File: src/rtl/normalization_ctrl.sv
// ---------------------------------------------------------------------------
// normalization_ctrl
//
// Iterative floating-point fraction normalizer. An operand (27-bit fraction
// with overflow and hidden bits, plus an 8-bit biased exponent) is loaded on
// start. The block then moves the fraction one bit per cycle until the hidden
// bit (bit25) is the leading one. It stops early on zero, exponent overflow or
// exponent underflow and reports the condition through a result flag.
//
// Ports
//   clk           in   1   sole clock, rising edge
//   rst_n         in   1   synchronous active-low reset
//   start         in   1   normalize request, sampled only in IDLE
//   fraction_in   in  27   bit26 overflow, bit25 hidden, 24:0 mantissa+guard
//   exp_in        in   8   biased exponent
//   busy          out  1   high while shifting
//   done          out  1   one-cycle completion pulse
//   fraction_out  out 27   registered fraction result
//   exp_out       out  8   registered exponent result
//   zero          out  1   result fraction was zero
//   overflow      out  1   exponent saturated high, fraction forced to 0
//   underflow     out  1   exponent hit the floor before normalization
//
// Configuration
//   NORM_STICKY_EN  when defined, a right shift ORs the bit shifted out of
//                   bit0 into the new bit0 so no set bit is lost.
// ---------------------------------------------------------------------------
module normalization_ctrl (
  input  logic        clk,
  input  logic        rst_n,
  input  logic        start,
  input  logic [26:0] fraction_in,
  input  logic [7:0]  exp_in,
  output logic        busy,
  output logic        done,
  output logic [26:0] fraction_out,
  output logic [7:0]  exp_out,
  output logic        zero,
  output logic        overflow,
  output logic        underflow
);

  typedef enum logic [1:0] {
    IDLE  = 2'd0,
    SHIFT = 2'd1,
    DONE  = 2'd2
  } state_t;

  // Exponent limits: a right shift is only legal while exp+1 stays below the
  // reserved all-ones code, and a left shift only while exp-1 stays above 0.
  localparam logic [7:0] EXP_RSHIFT_MAX = 8'hFD;
  localparam logic [7:0] EXP_LSHIFT_MIN = 8'h02;
  localparam logic [7:0] EXP_SATURATE   = 8'hFF;

  state_t      state, state_nxt;
  logic [26:0] frac_r, frac_nxt;
  logic [7:0]  exp_r, exp_nxt;
  logic        zero_r, zero_nxt;
  logic        ovf_r, ovf_nxt;
  logic        unf_r, unf_nxt;

  logic [26:0] frac_rsh;
  logic [26:0] frac_lsh;
  logic        frac_is_zero;
  logic        top_bit;
  logic        hidden_bit;

  // Candidate shift results. A 0 always enters at the vacated end; with the
  // sticky option the right shift folds the lost bit0 into the new bit0.
`ifdef NORM_STICKY_EN
  assign frac_rsh = {1'b0, frac_r[26:2], frac_r[1] | frac_r[0]};
`else
  assign frac_rsh = {1'b0, frac_r[26:1]};
`endif
  assign frac_lsh = {frac_r[25:0], 1'b0};

  assign frac_is_zero = (frac_r == 27'd0);
  assign top_bit      = frac_r[26];
  assign hidden_bit   = frac_r[25];

  // Next-state and datapath decode. In SHIFT the tests form a strict
  // priority chain: zero first, then the overflow bit, then the hidden bit,
  // and only a fraction with both top bits clear is shifted left.
  always_comb begin
    state_nxt = state;
    frac_nxt  = frac_r;
    exp_nxt   = exp_r;
    zero_nxt  = zero_r;
    ovf_nxt   = ovf_r;
    unf_nxt   = unf_r;

    case (state)
      IDLE: begin
        if (start) begin
          frac_nxt  = fraction_in;
          exp_nxt   = exp_in;
          zero_nxt  = 1'b0;
          ovf_nxt   = 1'b0;
          unf_nxt   = 1'b0;
          state_nxt = SHIFT;
        end
      end

      SHIFT: begin
        if (frac_is_zero) begin
          zero_nxt  = 1'b1;
          exp_nxt   = 8'd0;
          state_nxt = DONE;
        end else if (top_bit) begin
          if (exp_r <= EXP_RSHIFT_MAX) begin
            frac_nxt = frac_rsh;
            exp_nxt  = exp_r + 8'd1;
          end else begin
            frac_nxt  = 27'd0;
            exp_nxt   = EXP_SATURATE;
            ovf_nxt   = 1'b1;
            state_nxt = DONE;
          end
        end else if (hidden_bit) begin
          state_nxt = DONE;
        end else if (exp_r >= EXP_LSHIFT_MIN) begin
          frac_nxt = frac_lsh;
          exp_nxt  = exp_r - 8'd1;
        end else begin
          exp_nxt   = 8'd0;
          unf_nxt   = 1'b1;
          state_nxt = DONE;
        end
      end

      DONE: begin
        state_nxt = IDLE;
      end

      default: begin
        state_nxt = IDLE;
      end
    endcase
  end

  // State and result registers. Reset is synchronous and wins over start,
  // so an operation in flight is dropped without a done pulse.
  always_ff @(posedge clk) begin
    if (!rst_n) begin
      state  <= IDLE;
      frac_r <= 27'd0;
      exp_r  <= 8'd0;
      zero_r <= 1'b0;
      ovf_r  <= 1'b0;
      unf_r  <= 1'b0;
    end else begin
      state  <= state_nxt;
      frac_r <= frac_nxt;
      exp_r  <= exp_nxt;
      zero_r <= zero_nxt;
      ovf_r  <= ovf_nxt;
      unf_r  <= unf_nxt;
    end
  end

  assign busy         = (state == SHIFT);
  assign done         = (state == DONE);
  assign fraction_out = frac_r;
  assign exp_out      = exp_r;
  assign zero         = zero_r;
  assign overflow     = ovf_r;
  assign underflow    = unf_r;

endmodule

File: config.mk
export PLATFORM = sky130hd
export DESIGN_NAME = normalization_ctrl
export DESIGN_NICKNAME = d
export VERILOG_FILES = /design/src/rtl/normalization_ctrl.sv
export SDC_FILE = /design/constraint.sdc
export NUM_CORES = 1
export LEC_CHECK = 0
export ABC_AREA = 0
export CAP_MARGIN = 20
export CORE_ASPECT_RATIO = 1.5
export CORE_MARGIN = 4
export CORE_UTILIZATION = 51
export CTS_BUF_LIST = sky130_fd_sc_hd__clkbuf_4 sky130_fd_sc_hd__clkbuf_8 sky130_fd_sc_hd__clkbuf_16
export DETAILED_ROUTE_END_ITERATION = 12
export PLACE_DENSITY_LB_ADDON = 0.08
export RECOVER_POWER = 25
export SYNTH_ARGS = -nofsm -noshare
export SYNTH_HDL_FRONTEND = slang
export SYNTH_SLANG_ARGS = --single-unit
File: constraint.sdc
create_clock -name clk -period 6 [get_ports clk]
set_input_delay 1.2 -clock clk [delete_from_list [all_inputs] [get_ports clk]]
set_output_delay 1.2 -clock clk [all_outputs]
set_load 0.1 [all_outputs]
# After elaboration in Yosys (flattened, before gate mapping)

Index checks and enable logic that the tools add are counted.

Register bits: 40
Bits of input ports: 38
Output and inout port bits: 40
Logic and storage cells: 69

$add $sub $neg: 2
$lt $le $gt $ge: 2
Equality and inequality tests: 15
Muxes and demuxes: 33
Reductions and logical operators: 10

Operator list:

| kind                                                                    | count |
|---|---|
| 27-bit two-way mux                                                      | 3 |
| 26-bit two-way mux                                                      | 3 |
| 27-bit one-hot mux with 2 select lines                                  | 1 |
| 8-bit two-way mux                                                       | 6 |
| 27-bit logical NOT                                                      | 1 |
| 8-bit one-hot mux with 2 select lines                                   | 1 |
| 2-bit two-way mux                                                       | 6 |
| 2-bit inequality test, second input constant                            | 6 |
| 3-bit AND reduction                                                     | 4 |
| 5-bit AND reduction                                                     | 2 |
| 1-bit two-way mux                                                       | 9 |
| 8-bit by 1-bit adder with 8-bit output, second input constant           | 1 |
| 8-bit by 2-bit >= comparator with 1-bit output, second input constant   | 1 |
| 8-bit <= comparator, second input constant                              | 1 |
| 8-bit by 1-bit subtractor with 8-bit output, second input constant      | 1 |
| 1-bit one-hot mux with 2 select lines                                   | 3 |
| 6-bit AND reduction                                                     | 1 |
| 5-bit inequality test, second input constant                            | 1 |
| 2-bit by 1-bit inequality test with 1-bit output, second input constant | 2 |
| 4-bit by 2-bit inequality test with 1-bit output, second input constant | 1 |
| 4-bit inequality test, second input constant                            | 1 |
| 2-bit one-hot mux with 2 select lines                                   | 1 |
| 3-bit by 1-bit inequality test with 1-bit output, second input constant | 1 |
| 3-bit by 2-bit inequality test with 1-bit output, second input constant | 1 |
| other kinds (4)                                                         | 4 |

# Depth between registers and ports, before layout

Gate-level depths: netlist of run 1.

Depth in word-level cells: 6
Depth in mapped cells: 9
Depth with buffers taken out: 7

# Worst setup path before layout of run 1

No wires, ideal clock.

Path kind: flip-flop to flip-flop
From: register exp_r[0], in the netlist exp_out[0]
To: register frac_r[12], in the netlist fraction_out[12]
Setup time: 117 ps
Arrival: 2854 ps
Data required time: 5883 ps
Setup slack: 3028 ps
Stages on the path, launching flop included: 10
Path buffers: 2
Cells stage by stage: dfxtp_1 > inv_1 > ha_1 > nor2_1 > and3_1 > o211ai_4 > and2_1 > buf_6 > buf_6 > o211a_1

Longest elaborated chain between the ends: 5

Ends and longest elaborated chain:

| element                                | line | RTL |
|---|---|---|
| start, declared                        | 57   | `logic [7:0] exp_r, exp_nxt;` |
| start signal, assigned                 | 154  | `exp_r <= exp_nxt;` |
| 8-bit <= comparator                    | 110  | `if (exp_r <= EXP_RSHIFT_MAX) begin` |
| 26-bit two-way mux                     | 110  |  |
| 27-bit two-way mux                     | 109  | `end else if (top_bit) begin` |
| 27-bit two-way mux                     | 105  | `if (frac_is_zero) begin` |
| 27-bit one-hot mux with 2 select lines | 92   | `case (state)` |
| end signal, assigned                   | 153  | `frac_r <= frac_nxt;` |
| end, declared                          | 56   | `logic [26:0] frac_r, frac_nxt;` |

Several ways; a longest one is shown, not always the timed one. The select of a mux whose other input is x is not followed.
A chain may end at the register's enable or synchronous reset.

==> impl_metrics.json, run 1 <==
{
  "cts.sinks": 40,
  "drtPass1Iterations": 5,
  "worst_path_max_delay_cell": "clkbuf_1",
  "drive_gt1_frac": 0.0606,
  "synthDistinctLibCells": 56,
  "worst_pin_slew_ns": 2.11,
  "fin_area_um2": 3360,
  "drt-initial-drc-count": 177,
  "clock_latency_ns": 0.29,
  "power_density_nw_per_um2": 411,
  "total_power_mw": 1.38,
  "hp-class": "flip-flop to flip-flop",
  "switching_share": 0.543,
  "n_antenna_cell": 0,
  "cts_root_buf": "clkbuf_8",
  "p_comb_frac": 0.576,
  "rows": 31,
  "ctsResizeCount": 0,
  "r2r_setup_slack_ns": 2.73,
  "netlist_instances": 304,
  "grt_max_degree": 41,
  "die_w_um": 66.0,
  "wl_per_cell_um": 18.1,
  "violations": "capacitance limit, slew limit",
  "synth_area_um2": 2580,
  "fmax_ghz": 0.277,
  "cp_max_fo": 32,
  "start_util": 0.532,
  "route.vias.total": 2716,
  "cts-htree-levels": 2,
  "core_region_area_um2": 4850,
  "arrival_ns": 3.82,
  "routabilityCongestion": 0.877,
  "setup_tns_ns": 0,
  "setup_viol": 0,
  "startpoint_type": "primary input",
  "clk_pin_slew_ns": 0.08,
  "syn_nets": 346,
  "drc": 0,
  "synthArstFlopShare": 0,
  "post_cts_buffers": 0,
  "whs_ns": 0.474,
  "ys_ff_latch": 40,
  "area_growth_pct": 30.2,
  "path_cells": "dlygate4sd3_1, clkbuf_1, clkinv_1, nor2_1, o221ai_1, o22ai_1",
  "grt_pass1_wl_um": 12400,
  "antenna_found_initial": 0,
  "max_cap_viol_count": 1,
  "vias_per_cell": 6.33,
  "final_cells": 429,
  "end_kind": "flip-flop",
  "grt_pass1_vias": 2602,
  "dieArea_um2": 6280,
  "fin_crit_sh": 0.601,
  "vdd_drop_max_v": 0.000244,
  "required_ns": 6.21,
  "syn_avg_cell_area_um2": 8.48,
  "switchingPower_uw": 749,
  "cts_inserted_buffers": 5,
  "post-dp-hpwl_um": 5430,
  "final_hold_viol_count": 0,
  "port_buffers": 77,
  "placedCellCount": 422,
  "relSlewSlack": -0.412,
  "finalMaxSlewViolations": 27,
  "final_antenna_net_count": 0,
  "dpl_cell_area_um2": 3290,
  "fin_crit_ns": 3.60,
  "ys_seq_area_frac": 0.311,
  "grt_util_all_layers": 0.251,
  "routed_wl_um": 7760,
  "io_pins": 78,
  "p_seq_frac": 0.296,
  "utilization": 0.692,
  "leakage_nw": 1.36,
  "tritoncts": "done",
  "yosysWarningCount": 0,
  "place_ws_ns": 2.18,
  "dieHeight_um": 95.1,
  "setup_ws_ns": 2.40,
  "max_stage_delay_ns": 0.97,
  "status": "finished, violations left",
  "synth_flop_cell": "dfxtp_1",
  "p_clk_frac": 0.127,
  "final_nets": 405,
  "fin_skew_ns": 0.00437,
  "rsz0062_at_grt": "no",
  "max-clock-path-buffers": 2,
  "worstSetupPathType": "primary input to flip-flop",
  "synth-edff-count": 0,
  "holdBufCountCts": 0,
  "p_int_uw": 630,
  "overflow": 0
}
-- power groups by stage --
| stage | registers [mW] | logic (mW) | clock network [mW] |
|---|---|---|---|
| 2_1_floorplan | 0.725 | 0.309 | 0 |
| 3_3_place_gp | 0.411 | 0.792 | 0 |
| 3_5_place_dp | 0.412 | 0.799 | 0 |
| 4_1_cts | 0.407 | 0.802 | 0.177 |
| 5_1_grt | 0.417 | 0.837 | 0.188 |
| 6_report | 0.408 | 0.795 | 0.176 |
-- area by class of cell --
cell class	count	area, um^2
fill	423	1490
clock inverter	1	5.00
clock buffer	6	76.3
inverter	5	18.8
sequential	40	801
multi-input combinational	230	1580
tap	66	82.6
timing repair buffer	81	797
-- layout by cell type, fill, tap and decap left out, drive strengths merged, types with 4 or more instances in the layout --
master and count:
a211oi 6, a21oi 19, a22oi 24, and3 5, clkbuf 7, clkdlybuf4s50 71
dfxtp 40, dlygate4sd3 6, ha 4, nand2 34, nand3 4, nand4 28
nor2 13, nor3 5, nor4 6, o211a 24, o21ai 14, o22ai 4
-- path summary, 6_finish.rpt --
path                                 start                       to  depth (start not counted)
max                                  rst_n  exp_out[5]$_SDFFE_PN0P_                          6
min                      zero$_SDFFE_PN0P_        zero$_SDFFE_PN0P_                          2
max reg2reg  fraction_out[26]$_SDFFE_PN0P_    state[1]$_SDFFE_PN0P_                          4
min reg2reg              zero$_SDFFE_PN0P_        zero$_SDFFE_PN0P_                          2
-- sequential cells by signal, indices dropped and copies added (netlist names) --
register,count
state,2
exp_out,8
zero,1
overflow,1
underflow,1
fraction_out,27
-- Yosys cell counts (3+ instances only) --
| master | n | area share |
|---|---|---|
| buf_1 | 3 | 0.0044 |
| nor2_1 | 13 | 0.019 |
| dfxtp_1 | 40 | 0.31 |
| a21oi_1 | 18 | 0.035 |
| nor4_1 | 6 | 0.015 |
| nand3_1 | 4 | 0.0078 |
| a211oi_1 | 4 | 0.012 |
| clkbuf_1 | 10 | 0.015 |
| and3_1 | 4 | 0.0097 |
| nor3_1 | 3 | 0.0058 |
| o21ai_0 | 13 | 0.025 |
| buf_2 | 10 | 0.019 |
| nand2_1 | 34 | 0.050 |
| nand4_1 | 28 | 0.068 |
| a22oi_1 | 24 | 0.070 |
| buf_6 | 6 | 0.026 |
| ha_1 | 4 | 0.019 |
| inv_1 | 3 | 0.0044 |
| o211a_1 | 24 | 0.093 |
| o22ai_1 | 4 | 0.0097 |
-- worst max-delay path, delay by kind of cell --
family / cells / cell delay (ns)
buf+inv: 3 / 2.12
compound gates: 2 / 0.28
simple gates: 1 / 0.22
-- per-layer routing --
layer  up-vias  global-route usage  wire, um
met1      1301               0.287      3030
met3        16              0.0495       364
met5         -                   0         0
met2       100               0.438      4140
li1       1299                   -         -
met4         0               0.124       226
-- cell families (layout without fill, tap and decap cells) --
kind of cell | count (synthesis) | count (layout) | synth area share
AOI/OAI and AO/OA | 114 | 114 | 0.350
and+or+nand+nor | 108 | 108 | 0.234
DFF | 40 | 40 | 0.311
buffers and inverters | 34 | 93 | 0.0718
adders and majority gates | 4 | 4 | 0.0194
xor gates and xnor gates | 4 | 4 | 0.0136
No activity file was read; power rests on OpenSTA's default activity.
==> run 2: changes to the inputs <==
CORE_UTILIZATION = 43   (was 51)
clock period = 3.1 ns   (was 6 ns; I/O delays follow)
==> run 2 against run 1 <==
Against the previous run: the run now ends clean; wire length increased by 4.5%; register-to-register slack worse by 2.0 ns; final cell count rose by 3.5%; hold slack worse by 0.013 ns; setup slack got worse by 1.7 ns; utilization decreased by 12 points; sequential share of layout area is essentially flat; combinational power up 91%; total power rose by 110%; non-clock buffer count rose by 8; critical endpoint is now fraction_out[17]$_SDFFE_PN0P_; largest power group unchanged.
==> impl_metrics.json, run 2 (same netlist as run 1, synthesis figures left out) <==
{
  "start_util": 0.442,
  "cts.sinks": 40,
  "worstSetupPathType": "flip-flop to flip-flop",
  "routed_wl_um": 8110,
  "drc": 0,
  "final_hold_viol_count": 0,
  "dieHeight_um": 103,
  "cp.depth": 8,
  "grt_pass1_wl_um": 12700,
  "setup_tns_ns": 0,
  "routabilityCongestion": 0.814,
  "cts-htree-levels": 2,
  "post-dp-hpwl_um": 5830,
  "ctsResizeCount": 0,
  "final_cells": 444,
  "status": "completed",
  "drive_gt1_frac": 0.142,
  "drt-initial-drc-count": 193,
  "clk_pin_slew_ns": 0.08,
  "fmax_ghz": 0.415,
  "overflow": 0,
  "startpoint_type": "flip-flop",
  "hp-class": "flip-flop to flip-flop",
  "cts_inserted_buffers": 5,
  "rsz0062_at_grt": "no",
  "worst_path_max_delay_cell": "dfxtp_1",
  "final_antenna_net_count": 0,
  "final_nets": 413,
  "relSlewSlack": 0.222,
  "largest_register_ffs": 27,
  "reg2reg_depth": 8,
  "min_path_cells": 2,
  "die_w_um": 71.2,
  "placedCellCount": 436,
  "finalMaxSlewViolations": 0,
  "fin_area_um2": 3360,
  "final_common_cell": "dfxtp_1",
  "vdd_drop_max_v": 0.000460,
  "clock_latency_ns": 0.29,
  "cp_max_fo": 25,
  "core_region_area_um2": 5830,
  "route.vias.total": 2721,
  "cts_root_buf": "clkbuf_8",
  "setup_viol": 0,
  "post_cts_buffers": 0,
  "area_growth_pct": 30.3,
  "max_stage_delay_ns": 0.48,
  "setup_ws_ns": 0.690,
  "vias_per_cell": 6.13,
  "end_kind": "flip-flop",
  "required_ns": 3.29,
  "power_density_nw_per_um2": 863,
  "wl_per_cell_um": 18.3,
  "grt-busiest-layer": "met2",
  "grt_util_all_layers": 0.218,
  "leakage_nw": 1.41,
  "fin_crit_sh": 0.777,
  "dieArea_um2": 7320,
  "dpl_cell_area_um2": 3270,
  "grt_pass1_vias": 2500,
  "worst_pin_slew_ns": 1.17,
  "io_pins": 78,
  "drtPass1Iterations": 5,
  "max-clock-path-buffers": 2,
  "met3_usage": 0.0263,
  "rows": 34,
  "fin_skew_ns": 0.00513,
  "grt_max_degree": 41,
  "gr-usage-met1": 0.252,
  "holdBufCountCts": 0,
  "grt.met2_usage": 0.394,
  "path_cells": "inv_1, ha_1, nor2_1, and3_1, o211ai_4, and2_1, buf_4, o211a_1",
  "n_antenna_cell": 0,
  "tritoncts": "done",
  "critical_path_buf_inv_count": 2,
  "fin_crit_ns": 2.41,
  "place_ws_ns": 0.568,
  "layout_common_cells": "dfxtp_1 (40), clkdlybuf4s50_1 (37), nand2_1 (34)",
  "critical_path.top_delay_family": "simple AND/OR/NAND/NOR gates",
  "arrival_ns": 2.59,
  "antenna_found_initial": 0,
  "max_cap_viol_count": 0,
  "port_buffers": 77
}
## run 2: changes by cell type in the layout (fill, tap and decap cells not counted)
cell	before	now
clkdlybuf4s50_1	71	37
clkbuf_1	1	20
dlygate4sd3_1	6	0
a31oi_4	0	1
clkbuf_4	1	0
buf_4	3	31
clkinv_2	1	0
bufinv_16	0	3
a31oi_1	2	1
buf_12	0	1
## run 2: final timing paths
check	startpoint	endpoint	slack (ns)
worst max register to register	exp_out[0]$_SDFFE_PN0P_	fraction_out[17]$_SDFFE_PN0P_	0.69
worst min register to register	zero$_SDFFE_PN0P_	zero$_SDFFE_PN0P_	0.46
worst max-delay path	exp_out[0]$_SDFFE_PN0P_	fraction_out[17]$_SDFFE_PN0P_	0.69
worst min-delay path	zero$_SDFFE_PN0P_	zero$_SDFFE_PN0P_	0.46
## run 2: through the flow
stage | hold WS (ns) | utilization | total power, mW
final | 0.461 | 0.576 | 2.90
after detailed placement | 0.456 | 0.562 | 2.35
after global placement | 0.454 | 0.562 | 2.34
after global routing | 0.492 | 0.576 | 3.02
after floorplan | 0.681 | - | 2.00
after CTS | 0.468 | 0.589 | 2.96
## run 2: layout make-up
type / count / area [um^2]
clock buffer: 5 / 68.8
sequential: 40 / 801
tap: 72 / 90.1
fill: 564 / 2470
timing repair buffer: 89 / 698
multi-input combinational: 230 / 1590
clock inverter: 3 / 90.1
inverter: 5 / 18.8
## run 2: per-layer routing
layer,wire (um),share of wire
met3,331,0.041
met2,4370,0.54
met1,3140,0.39
met4,261,0.032
met5,0,0
## run 2: worst min-delay path: stages, from the launching register on
cell and delay [ns]:
dfxtp_1 0.32, nand2_1 0.05, a21oi_1 0.05
## run 2: power by group
part	internal (mW)	total (mW)	leakage [nW]	switching, mW
Sequential	0.613	0.782	0.331	0.169
Combinational	0.402	1.52	1.00	1.12
Clock	0.403	0.597	0.0784	0.194
==> RTL change, RTL diff (flow settings as in run 2) <==
Re-encode `state_t` (3 states) as one-hot, 3 bits wide.
--- a/src/rtl/normalization_ctrl.sv
+++ b/src/rtl/normalization_ctrl.sv
@@ -42,6 +42,6 @@
 
-  typedef enum logic [1:0] {
-    IDLE  = 2'd0,
-    SHIFT = 2'd1,
-    DONE  = 2'd2
+  typedef enum logic [2:0] {
+    IDLE  = 3'b001,
+    SHIFT = 3'b010,
+    DONE  = 3'b100
   } state_t;
Formal check against the unedited RTL: no difference found for any inputs over 10 cycles, from zero or initial values and one cycle with rst_n low; not proved beyond that.
==> RTL change against run 2 <==
Setup slack improved by 0.018 ns. Clock power decreased by 37%. Synthesized area increased by 10%. Sequential share of layout area decreased by 0.62 points. Utilization decreased by 2.8 points. Sequential cell count increased by 1. Fmax increased by 0.74%. Non-clock buffer count increased by 3. Wire length increased by 5.9%. Register-to-register slack improved by 0.19 ns. Total power decreased by 28%. Cell area increased by 5.2%. Largest power group unchanged.
==> RTL change: results (changes against run 2) <==
<table>
<tr><th>Metric</th><th>Value</th></tr>
<tr><th colspan="2">Global route</th></tr>
<tr><td>Number of global-route vias before repair</td><td>2845 (+14%)</td></tr>
<tr><td>Aggregate global-route resource usage</td><td>22.37% (+0.53 points)</td></tr>
<tr><th colspan="2">Setup path</th></tr>
<tr><td>Slowest Stage Delay on Critical Path</td><td>0.44 ns (-0.04 ns)</td></tr>
<tr><td>End of the critical path</td><td>busy</td></tr>
<tr><td>Crit Path Max Fanout</td><td>29 (+16%)</td></tr>
<tr><td>Startpoint of the most critical register-to-register path</td><td>exp_out[1]$_SDFFE_PN0P_</td></tr>
<tr><td>R2r endpoint</td><td>fraction_out[19]$_SDFFE_PN0P_</td></tr>
<tr><td>WP data arrival</td><td>1.77 ns (-0.82 ns)</td></tr>
<tr><th colspan="2">Status</th></tr>
<tr><td>Status</td><td>finished clean</td></tr>
<tr><th colspan="2">Finish</th></tr>
<tr><td>Ratio of cells with drive above 1 in the final layout</td><td>18.47% (+4.2 points)</td></tr>
<tr><td>Number of nets in the layout</td><td>447 (+8.2%)</td></tr>
<tr><th colspan="2">Routing</th></tr>
<tr><td>Total wire length after detailed routing</td><td>8.581 mm (+5.9%)</td></tr>
<tr><td>Vias per Instance</td><td>6.095 (-0.54%)</td></tr>
<tr><th colspan="2">Worst hold path</th></tr>
<tr><td>Launch point of the worst hold path</td><td>overflow$_SDFFE_PN0P_</td></tr>
<tr><td>Cells on Worst Hold Path</td><td>1 (-1)</td></tr>
<tr><td>Terminating pin of the worst hold path</td><td>overflow$_SDFFE_PN0P_</td></tr>
<tr><th colspan="2">Pwr</th></tr>
<tr><td>Peak supply drop</td><td>0.3669 mV (-20%)</td></tr>
<tr><td>Static leakage</td><td>0.001417 uW (+0.48%)</td></tr>
<tr><th colspan="2">Placed design</th></tr>
<tr><td>Final weighted congestion of routability-driven global placement</td><td>0.8652 (+6.3%)</td></tr>
<tr><td>Placed Cells</td><td>473 (+8.5%)</td></tr>
<tr><td>Detailed placement HPWL</td><td>5.909 mm (+1.4%)</td></tr>
<tr><td>Placed cell area</td><td>0.003482 sq mm (+6.3%)</td></tr>
<tr><th colspan="2">STA</th></tr>
<tr><td>Tightest slew margin relative to the limit</td><td>22.58% (+0.39 points)</td></tr>
<tr><td>Hold WS</td><td>0.5049 ns (+0.04348 ns)</td></tr>
<tr><td>Setup skew after layout</td><td>0.004230 ns (-0.0009000 ns)</td></tr>
<tr><th colspan="2">Synthesis</th></tr>
<tr><td>Top cell type's share of synthesized area</td><td>28.94% (-2.1 points)</td></tr>
<tr><td>Seq/Total Area, Yosys</td><td>28.94% (-2.1 points)</td></tr>
<tr><td>Synth top area cells</td><td>sky130_fd_sc_hd__dfxtp_1 (29%), sky130_fd_sc_hd__nand2_1 (12%), sky130_fd_sc_hd__a2bb2oi_2 (8.5%)</td></tr>
<tr><td>Most numerous cell types in the synthesized netlist</td><td>sky130_fd_sc_hd__nand2_1 (87), sky130_fd_sc_hd__dfxtp_1 (41), sky130_fd_sc_hd__a32oi_1 (24)</td></tr>
</table>
==> RTL change: cell count changes after synthesis, moves of 11 or more <==
cell | run 2 | this run
sky130_fd_sc_hd__a2bb2oi_2 | 1 | 16
sky130_fd_sc_hd__a32oi_1 | 0 | 24
sky130_fd_sc_hd__nand4_1 | 28 | 4
sky130_fd_sc_hd__a22oi_1 | 24 | 4
sky130_fd_sc_hd__a21oi_1 | 18 | 7
sky130_fd_sc_hd__o211a_1 | 24 | 2
sky130_fd_sc_hd__nand2_1 | 34 | 87
==> RTL change: logic make-up after synthesis <==
family / Yosys count / synth area share (%)
multiplexers: 1 / 0.3529
AND/OR/NAND/NOR: 139 / 23.60
flip-flops: 41 / 28.94
buffers and inverters: 40 / 9.572
XOR/XNOR: 7 / 2.161
adder cells (fa/ha/maj): 4 / 1.765
AO/OA/AOI/OAI: 108 / 33.61
==> RTL change: routing by layer <==
| metal | vias to the layer above | wire (um) | global-route usage, % |
|---|---|---|---|
| met5 | - | 0 | 0 |
| met4 | 0 | 182 | 9.033 |
| met3 | 18 | 528 | 3.084 |
| met2 | 112 | 4394 | 38.58 |
| met1 | 1406 | 3476 | 27.29 |
| li1 | 1402 | - | - |
==> RTL change: critical path: cells and delay by family (launching register included) <==
family	cells	cell delay (ns)
DFF	1	0.41
buffers and inverters	3	0.61
and+or+nand+nor	1	0.44
==> RTL change: cell type report <==
type / count / area, sq um
Tap cell: 76 / 95.09
Clock buffer: 8 / 91.34
Timing Repair Buffer: 92 / 748.2
Fill cell: 653 / 2908
Multi-Input combinational cell: 259 / 1755
Sequential cell: 41 / 820.8
Inverter: 6 / 22.52
==> RTL change: report_power, final <==
group / total, uW / switching [uW] / internal [uW]
logic: 1010 / 718 / 287
registers: 702 / 108 / 594
clock network: 374 / 187 / 187
